**src/rtl/cam_wr_pkg.sv**
```systemverilog
// Shared encodings for the CAM write-side controller: response status codes,
// controller states and the default busy-wait bound.
package cam_wr_pkg;

   localparam logic [1:0] ST_OK       = 2'b00;
   localparam logic [1:0] ST_BAD_ADDR = 2'b01;
   localparam logic [1:0] ST_TIMEOUT  = 2'b10;

   localparam int DEFAULT_TIMEOUT_CYCLES = 1024;

   typedef enum logic [2:0] {
      IDLE,
      HOLD,
      ISSUE,
      ARM,
      WAIT,
      RESP
   } state_e;

endpackage

```
**src/rtl/cam_entry_writer_if.sv**
```systemverilog
// Request/response handshake between the control path (master) and the
// CAM entry writer (slave).
interface cam_entry_writer_if #(
   parameter int ADDR_BITS = 4,
   parameter int C_WIDTH   = 205
) ();

   logic                 req_valid;
   logic                 req_ready;
   logic [ADDR_BITS-1:0] req_addr;
   logic [C_WIDTH-1:0]   req_key;
   logic                 req_delete;
   logic                 resp_valid;
   logic                 resp_ready;
   logic [1:0]           resp_status;

   modport master (
      output req_valid, req_addr, req_key, req_delete, resp_ready,
      input  req_ready, resp_valid, resp_status
   );

   modport slave (
      input  req_valid, req_addr, req_key, req_delete, resp_ready,
      output req_ready, resp_valid, resp_status
   );

endinterface

```
**src/rtl/cam_valid_tracker.sv**
```systemverilog
// Shadow valid bitmap of the CAM plus a registered population count, so the
// control path can see programmed entries without a CAM read port.
module cam_valid_tracker #(
   parameter int C_DEPTH   = 16,
   parameter int ADDR_BITS = 4
) (
   input  logic                 CLK,
   input  logic                 RST,
   input  logic                 set_i,
   input  logic                 clr_i,
   input  logic [ADDR_BITS-1:0] idx_i,
   output logic [C_DEPTH-1:0]   entry_valid_o,
   output logic [ADDR_BITS:0]   entry_count_o
);

   logic [C_DEPTH-1:0] valid_q, valid_d, mask;
   logic [ADDR_BITS:0] count_q, count_d;
   logic               hit;

   // NOTE: every variable gets a default at the top of always_comb, so no path can infer a latch.
   always_comb begin
      mask    = C_DEPTH'(1) << idx_i;
      hit     = |(valid_q & mask);
      valid_d = valid_q;
      count_d = count_q;
      // Count moves only on a real bit transition, which keeps it within 0..C_DEPTH.
      if (set_i && !hit) begin
         valid_d = valid_q | mask;
         count_d = count_q + (ADDR_BITS+1)'(1);
      end else if (clr_i && hit) begin
         valid_d = valid_q & ~mask;
         count_d = count_q - (ADDR_BITS+1)'(1);
      end
   end

   always_ff @(posedge CLK or posedge RST) begin
      if (RST) begin
         valid_q <= '0;
         count_q <= '0;
      end else begin
         valid_q <= valid_d;
         count_q <= count_d;
      end
   end

   assign entry_valid_o = valid_q;
   assign entry_count_o = count_q;

endmodule

```
**src/rtl/cam_entry_writer.sv**
```systemverilog
// Write-side CAM controller: accepts one programming request at a time, drives
// the CAM write port, waits out the CAM busy period and returns a status.
module cam_entry_writer
   import cam_wr_pkg::*;
#(
   parameter int C_DEPTH        = 16,
   parameter int ADDR_BITS      = 4,
   parameter int C_WIDTH        = 205,
   parameter int TIMEOUT_CYCLES = DEFAULT_TIMEOUT_CYCLES
) (
   input  logic                 CLK,
   input  logic                 RST,
   cam_entry_writer_if.slave    req_if,
   output logic                 cam_we,
   output logic [ADDR_BITS-1:0] cam_wr_addr,
   output logic [C_WIDTH-1:0]   cam_din,
   output logic                 cam_delete,
   input  logic                 cam_busy,
   output logic [C_DEPTH-1:0]   entry_valid,
   output logic [ADDR_BITS:0]   entry_count
);

   localparam int                 CNT_W    = $clog2(TIMEOUT_CYCLES);
   localparam logic [CNT_W-1:0]   TMO_LAST = CNT_W'(TIMEOUT_CYCLES - 1);
   localparam logic [ADDR_BITS:0] DEPTH_L  = (ADDR_BITS+1)'(C_DEPTH);

   state_e               state_q;
   logic                 req_ready_q;
   logic                 resp_valid_q;
   logic [1:0]           resp_status_q;
   logic                 cam_we_q;
   logic [ADDR_BITS-1:0] cam_wr_addr_q;
   logic [C_WIDTH-1:0]   cam_din_q;
   logic                 cam_delete_q;
   logic [ADDR_BITS-1:0] addr_q;
   logic [C_WIDTH-1:0]   key_q;
   logic                 del_q;
   logic [CNT_W-1:0]     tmo_cnt_q;
   logic                 upd;

   // NOTE: state is updated with non-blocking assignments so every register sees pre-edge values.
   always_ff @(posedge CLK or posedge RST) begin
      if (RST) begin
         state_q       <= IDLE;
         req_ready_q   <= 1'b0;
         resp_valid_q  <= 1'b0;
         resp_status_q <= ST_OK;
         cam_we_q      <= 1'b0;
         cam_wr_addr_q <= '0;
         cam_din_q     <= '0;
         cam_delete_q  <= 1'b0;
         addr_q        <= '0;
         key_q         <= '0;
         del_q         <= 1'b0;
         tmo_cnt_q     <= '0;
      end else begin
         cam_we_q <= 1'b0;
         case (state_q)
            IDLE: begin
               req_ready_q <= 1'b1;
               if (req_if.req_valid && req_ready_q) begin
                  req_ready_q <= 1'b0;
                  addr_q      <= req_if.req_addr;
                  key_q       <= req_if.req_key;
                  del_q       <= req_if.req_delete;
                  if ({1'b0, req_if.req_addr} >= DEPTH_L) begin
                     state_q       <= RESP;
                     resp_valid_q  <= 1'b1;
                     resp_status_q <= ST_BAD_ADDR;
                  end else begin
                     state_q <= HOLD;
                  end
               end
            end
            // Busy here belongs to earlier CAM activity, so it is waited out without a bound.
            HOLD: begin
               if (!cam_busy) begin
                  state_q       <= ISSUE;
                  cam_we_q      <= 1'b1;
                  cam_wr_addr_q <= addr_q;
                  cam_din_q     <= del_q ? '0 : key_q;
                  cam_delete_q  <= del_q;
               end
            end
            ISSUE: begin
               tmo_cnt_q <= '0;
               state_q   <= ARM;
            end
            // The CAM may raise busy one cycle after the write strobe.
            ARM: state_q <= WAIT;
            WAIT: begin
               tmo_cnt_q <= tmo_cnt_q + CNT_W'(1);
               if (!cam_busy) begin
                  state_q       <= RESP;
                  resp_valid_q  <= 1'b1;
                  resp_status_q <= ST_OK;
               end else if (tmo_cnt_q == TMO_LAST) begin
                  state_q       <= RESP;
                  resp_valid_q  <= 1'b1;
                  resp_status_q <= ST_TIMEOUT;
               end
            end
            RESP: begin
               if (req_if.resp_ready) begin
                  resp_valid_q <= 1'b0;
                  state_q      <= IDLE;
               end
            end
            default: state_q <= IDLE;
         endcase
      end
   end

   // Bitmap changes on the same edge that moves WAIT to RESP with OK.
   assign upd = (state_q == WAIT) && !cam_busy;

   cam_valid_tracker #(
      .C_DEPTH   (C_DEPTH),
      .ADDR_BITS (ADDR_BITS)
   ) u_tracker (
      .CLK           (CLK),
      .RST           (RST),
      .set_i         (upd && !del_q),
      .clr_i         (upd && del_q),
      .idx_i         (addr_q),
      .entry_valid_o (entry_valid),
      .entry_count_o (entry_count)
   );

   assign req_if.req_ready   = req_ready_q;
   assign req_if.resp_valid  = resp_valid_q;
   assign req_if.resp_status = resp_status_q;
   assign cam_we             = cam_we_q;
   assign cam_wr_addr        = cam_wr_addr_q;
   assign cam_din            = cam_din_q;
   assign cam_delete         = cam_delete_q;

endmodule
```
**src/flat_wrapper.sv**
```systemverilog
// flat-port wrapper written by rule: the top's interface ports become plain ports
module cam_entry_writer_flat import cam_wr_pkg::*;
#(
   parameter int C_DEPTH        = 16,
   parameter int ADDR_BITS      = 4,
   parameter int C_WIDTH        = 205,
   parameter int TIMEOUT_CYCLES = DEFAULT_TIMEOUT_CYCLES
)
  (CLK, RST, cam_we, cam_wr_addr, cam_din, cam_delete, cam_busy, entry_valid, entry_count, req_if_req_valid, req_if_req_addr, req_if_req_key, req_if_req_delete, req_if_resp_ready, req_if_req_ready, req_if_resp_valid, req_if_resp_status);
  cam_entry_writer_if #(.ADDR_BITS(ADDR_BITS), .C_WIDTH(C_WIDTH)) req_if_i ();
  input  logic CLK;
  input  logic RST;
  output logic cam_we;
  output logic [ADDR_BITS-1:0] cam_wr_addr;
  output logic [C_WIDTH-1:0] cam_din;
  output logic cam_delete;
  input  logic cam_busy;
  output logic [C_DEPTH-1:0] entry_valid;
  output logic [ADDR_BITS:0] entry_count;
  input wire logic [$bits(req_if_i.req_valid)-1:0] req_if_req_valid;
  input wire logic [$bits(req_if_i.req_addr)-1:0] req_if_req_addr;
  input wire logic [$bits(req_if_i.req_key)-1:0] req_if_req_key;
  input wire logic [$bits(req_if_i.req_delete)-1:0] req_if_req_delete;
  input wire logic [$bits(req_if_i.resp_ready)-1:0] req_if_resp_ready;
  output wire logic [$bits(req_if_i.req_ready)-1:0] req_if_req_ready;
  output wire logic [$bits(req_if_i.resp_valid)-1:0] req_if_resp_valid;
  output wire logic [$bits(req_if_i.resp_status)-1:0] req_if_resp_status;
  assign req_if_i.req_valid = req_if_req_valid;
  assign req_if_i.req_addr = req_if_req_addr;
  assign req_if_i.req_key = req_if_req_key;
  assign req_if_i.req_delete = req_if_req_delete;
  assign req_if_i.resp_ready = req_if_resp_ready;
  assign req_if_req_ready = req_if_i.req_ready;
  assign req_if_resp_valid = req_if_i.resp_valid;
  assign req_if_resp_status = req_if_i.resp_status;
  cam_entry_writer #(.C_DEPTH(C_DEPTH), .ADDR_BITS(ADDR_BITS), .C_WIDTH(C_WIDTH), .TIMEOUT_CYCLES(TIMEOUT_CYCLES)) u_core (.CLK(CLK), .RST(RST), .req_if(req_if_i), .cam_we(cam_we), .cam_wr_addr(cam_wr_addr), .cam_din(cam_din), .cam_delete(cam_delete), .cam_busy(cam_busy), .entry_valid(entry_valid), .entry_count(entry_count));
endmodule
```
**config.mk**
```make
export PLATFORM = sky130hd
export DESIGN_NAME = cam_entry_writer_flat
export DESIGN_NICKNAME = d
export VERILOG_FILES = /design/src/rtl/cam_wr_pkg.sv /design/src/rtl/cam_entry_writer_if.sv /design/src/rtl/cam_valid_tracker.sv /design/src/rtl/cam_entry_writer.sv /design/src/flat_wrapper.sv
export SDC_FILE = /design/constraint.sdc
export NUM_CORES = 1
export LEC_CHECK = 0
export BUFFER_PORTS_ARGS = -buffer_cell sky130_fd_sc_hd__clkbuf_2
export CAP_MARGIN = 40
export CORE_AREA = 2 2 188 190
export CTS_CLUSTER_SIZE = 30
export DETAILED_ROUTE_END_ITERATION = 6
export DIE_AREA = 0 0 190 192
export PLACE_DENSITY = 0.79
export SYNTH_ARGS = -nofsm -noshare
export SYNTH_HDL_FRONTEND = slang
export SYNTH_SLANG_ARGS = --single-unit
```
**constraint.sdc**
```tcl
create_clock -name CLK -period 19.3 [get_ports CLK]
set_clock_uncertainty 0.1 [all_clocks]
set_input_delay 3.86 -clock CLK [delete_from_list [all_inputs] [get_ports CLK]]
set_output_delay 3.86 -clock CLK [all_outputs]
set_load 0.005 [all_outputs]
```
Word level (Yosys, flattened, before mapping). Index checks and enable logic that the tools add are counted.

$add $sub $neg: 3. Equal/unequal tests: 11. Shift-type cells: 1. Mux-type cells: 21. Bitwise gates (word level): 5. Reductions and logical operators: 19.

Operator list (count): $mux 205 (1); $and 16x16->16 (2); $mux 16 (2); $pmux 10 s2 (1); $pmux 3 s6 (1); $not 16->16 (1); $or 16x16->16 (1); $reduce_or 16->1 (1); $shl 1x4->16 const A (1); $mux 3 (5); $add 10x1->10 const B (1); $eq 10x10->1 const B (1); $mux 5 (2); $eq 3x2->1 const B (2); $eq 3x3->1 const B (2); $logic_and 1x1->1 (6); $mux 1 (6); $reduce_and 2->1 (3); $reduce_bool 2->1 (3); $add 5x1->5 const B (1); $sub 5x1->5 const B (1); $mux 2 (2); $ne 2x1->1 const B (2); $ne 2x2->1 const B (2); other kinds (8) (10).

Bits in registers: 459. Bits of input ports: 215. Output and inout bits: 236. Word-level logic and storage cells: 74.

Longest topological paths before layout.
Depth in word-level cells: 6. Mapped depth: 13.

Modules after synthesis. Synthesis repeated with hierarchy kept, for this count alone.

Cell total of the unflattened synthesis: 1579. Area total of the unflattened synthesis: 18880.6 um2.

Modules (own cells, without submodules): cam_entry_writer (instances 1, cells each 1439, area an instance 17538.1 um2); cam_valid_tracker (instances 1, cells each 140, area an instance 1342.5 um2).

Least setup slack after synthesis. OpenSTA, ideal clock, no wires.

Path kind: in2reg. Start point: input port cam_busy. End point: register u_core.u_tracker.count_q[4], in the netlist u_core.u_tracker.entry_count_o[4]. Library setup time: 0.132 ns. Arrival: 5.685 ns. Slack: 13.383 ns. Stages on the path: 9. Path buffers: 0. Path through: nor3_2 -> nand3_1 -> fa_1 -> a21o_1 -> a21oi_1 -> and3_1 -> nand2_1 -> nand4_1 -> o221ai_2.

Cells in the longest elaborated chain, start to end: 5. Elaborated cells between the ends (all ways): 8.

RTL lines: start: declaration (RTL line flat_wrapper.sv:17) `input logic cam_busy;`; $logic_not 1->1 (*); $logic_and 1x1->1 (*) (RTL line cam_entry_writer.sv:115) `assign upd = (state_q == WAIT) && !cam_busy;`; $logic_and 1x1->1, on equally long branches (RTL line cam_entry_writer.sv:123, cam_entry_writer.sv:124); $logic_and 1x1->1, on equally long branches (RTL line cam_valid_tracker.sv:27, cam_valid_tracker.sv:30); $mux 5 / $reduce_bool 2->1 (equally long branches); end signal: assignment (RTL line cam_valid_tracker.sv:42) `count_q <= count_d;`; end: declaration (RTL line cam_valid_tracker.sv:17) `logic [ADDR_BITS:0] count_q, count_d;`.

Every way passes the cells marked *; elsewhere a longest branch is shown, timed or not. A chain may end at the register's enable or synchronous reset.

Worst setup path after layout.
Start point: input port cam_busy. End point: register u_core.cam_din_q[53], in the netlist u_core.cam_din[53].

Cells in the longest elaborated chain, start to end: 2.

RTL lines: $not 1->1 (no source line); $reduce_and 2->1 (no source line); end signal: assignment (RTL line cam_entry_writer.sv:81) `cam_din_q <= del_q ? '0 : key_q;`; end: declaration (RTL line cam_entry_writer.sv:33) `logic [C_WIDTH-1:0] cam_din_q;`.

No other way between the ends.

==> results.toml <==
[setup_path]
path_cells = "clkbuf_2 -> nand3b_1 -> buf_4 -> buf_4 -> buf_16 -> buf_4 -> o21ai_0"
critPathCaptureType = "flop"
start_kind = "primary input"
required_ps = 19600
cp_max_fo = 103
critPathMaxStageDelay_ps = 700
worstSetupPathType = "in2reg"
r2r_cells = 12
crit_path_frequent_cell = "buf_4"
worstPathArrival_ps = 6580
crit_path_top_delay_cell = "buf_4"

[die]
die_w_um = 190
io_pins = 451
die_area_um2 = 36500
coreArea_um2 = 34300
initial_core_util_pct = 52.8
fp-row-count = 68
die_h_um = 192

[drt]
routed_wirelength_mm = 44.8
vias = 13400
first_iter_violations = 919
first_pass_iters = 5
routedWlPerCell_um = 17.9
drc_errors = 0
via_per_inst = 5.34
antenna_left = 0

[sta]
drv_slew = 0
holdWs_ps = 374
fin_crit_sh_pct = 32.6
grt_setup_unrepaired = "false"
setup_viol = 0
worst_pin_slew_ps = 953
fin_setup_tns_ps = 0
clock.fmax_mhz = 159
fin_ws_ps = 13010
finalCriticalPeriod_ps = 6290
hold_viol = 0
relSlewSlack_pct = 36.5

[placement]
post_dp_cell_area_um2 = 20900
dp.final_hpwl_mm = 30.6
place_ws_ps = 12460
port_buffers = 449
gp_congestion = 0.842

[pwr]
power_frac_comb_pct = 33.5
power_switching_share_pct = 34.7
power.switching_mw = 1.35
pwr_density_cell_nw_per_um2 = 174
p_leak_nw = 10.9
pwr-share-clk_pct = 22.5
seq_power_share_pct = 44.0
vdd.ir_drop.worst_uv = 121
p_int_mw = 2.54

[logic_synthesis]
yosys.area_share.adder_pct = 0.387
ys_seq_area_share_pct = 63.3
synth_cells = 1608
synth_seq_cells = 458
synth_top_area_share_pct = 63.3
synth.area.mux_share_pct = 13.7
syn_nets = 1828
async_flop_share_pct = 100
synth_xor_area_share_pct = 0.242
ys_warn_count = 0
synth_cell_type_count = 47
yosys.area_share.simple_pct = 11.4
yosysTopAreaCell = "dfrtp_1"
synth_top_family_by_area = "multiplexers"
synth_edf_count = 0
synth_compound_area_share_pct = 8.39
synth_area_leaders = "dfrtp_1 (63%), mux2_2 (13%), nand2_1 (9.3%)"
synth_ff_type = "dfrtp_1"
syn-cell-area_um2 = 18100
postSynthAreaPerCell_um2 = 11.3

[cells_and_area]
layout-drive-gt1-share_pct = 37.3
fin_area_um2 = 22400
post-route-util_pct = 65.2
area_growth_pct = 23.6
nets = 2238

[global_route]
grt_max_degree = 104
overflow = 0
grt_pass1_wl_mm = 71.0
antenna_found_initial = 4
grtUsageTotal_pct = 24.5
grt_pass1_vias = 13500

[clock_tree]
root_buffer = "clkbuf_16"
clock_path_buffers = 3
post-cts-setup-buffers = 0
numCtsBuffers = 45
htreeDepth = 2
postCtsHoldBufs = 0
cts_tree = "built"
clock_latency_ps = 560
ctsResizeCount = 0
clk_pin_slew_ps = 60
clock_sinks = 458

[min_path]
whs_path_depth = 2
hp-class = "reg2reg"

[flow_run]
maxCapViolations = 0

[outcome]
status = "completed"
-- Yosys cell counts (2+ instances only) --
master and n:
nand3b_1 3, or2_2 2, ha_1 4, nor3_1 15, or3_1 3, nand2_1 448, xnor2_1 2, o21ai_1 2
o21ai_0 230, nor3b_1 3, xor2_1 3, and3_1 3, nand4_1 2, a21o_1 2, mux2_1 3, mux2_2 213
a21oi_1 20, o31ai_1 17, inv_1 7, mux2i_1 4, dfrtp_1 458, buf_2 22, a32oi_1 2, clkbuf_1 85
nand3_1 9, nor2_1 19, o21a_1 2, nand2b_1 6
-- layer usage --
layer  vias to the layer above  part of all wire (%)  wire length [µm]  track usage (%)
met1                      6572                    39             17500             30.6
met3                       133                   8.0              3590             7.13
met2                       473                    48             21600             39.4
met5                         -                 0.027                12                0
met4                         2                   4.7              2100             12.0
li1                       6230                     -                 -                -
-- flip-flops by register name, indices dropped and copies added (netlist names), named ones only --
signal	flops
u_core.addr_q	4
u_core.cam_delete	1
u_core.cam_din	205
u_core.cam_we	1
u_core.cam_wr_addr	4
u_core.del_q	1
u_core.key_q	205
u_core.req_if.req_ready	1
u_core.req_if.resp_status	1
u_core.req_if.resp_valid	1
u_core.state_q	3
u_core.tmo_cnt_q	10
u_core.u_tracker.entry_count_o	5
-- power by group through the flow --
stage	Clock (mW)	Sequential (mW)	Combinational, mW
final	0.874	1.71	1.31
after global routing	0.931	1.77	1.47
after CTS	0.890	1.71	1.32
after detailed placement	0	1.72	1.31
after global placement	0	1.69	1.22
after floorplan	0	1.65	0.836
-- logic make-up after synthesis --
group           count (synthesis)
simple gates                  519
flops                         458
fa+ha+maj                       5
buf+inv                       116
other cells                     1
xor+xnor                        5
compound gates                284
mux                           220
-- area by class of cell --
cell class,instances,area (µm²)
Tap cell,455,569
Clock inverter,13,126
Sequential cell,458,11500
Timing Repair Buffer,472,2640
Fill cell,2581,11900
Antenna cell,3,7.51
Clock buffer,67,1350
Inverter,7,38.8
Multi-Input combinational cell,1034,6180
-- worst max-delay path: cells and delay by family --
family          cells  cell delay [ps]
buf+inv             5             2190
compound gates      1              240
simple gates        1              110
-- path summary, 6_finish.rpt --
path                                                          end                   from  slack, ps
min in group asynchronous                      u_core.cam_din[90]                    RST       3270
max in group asynchronous                       u_core.key_q[114]                    RST      14350
worst max register to register  u_core.u_tracker.entry_count_o[4]       u_core.addr_q[2]      14960
worst max-delay path                           u_core.cam_din[53]               cam_busy      13010
worst min-delay path                        u_core.cam_wr_addr[1]  u_core.cam_wr_addr[1]        370
worst min register to register              u_core.cam_wr_addr[1]  u_core.cam_wr_addr[1]        370
-- stage by stage --
stage	power, mW	std cells
2_1_floorplan	2.49	1608
3_3_place_gp	2.91	2415
3_5_place_dp	3.03	2426
4_1_cts	3.92	2506
5_1_grt	4.17	2507
6_report	3.89	2509
-- cell usage in the layout (no fill, tap or decap), types with 4 or more instances in the layout --
master       n
clkinv_2     7
a21oi_1     20
inv_1        5
o21ai_0    230
nand2b_1     6
nor3_1      15
clkbuf_8    10
ha_1         4
dfrtp_1    458
nand3_1      9
clkbuf_1    10
mux2_2     213
nand2_1    448
nor2_1      19
buf_4       12
buf_16      11
clkbuf_2   449
mux2i_1      4
clkbuf_16   47
o31ai_1     17
Power figures use the tool's default switching activity.
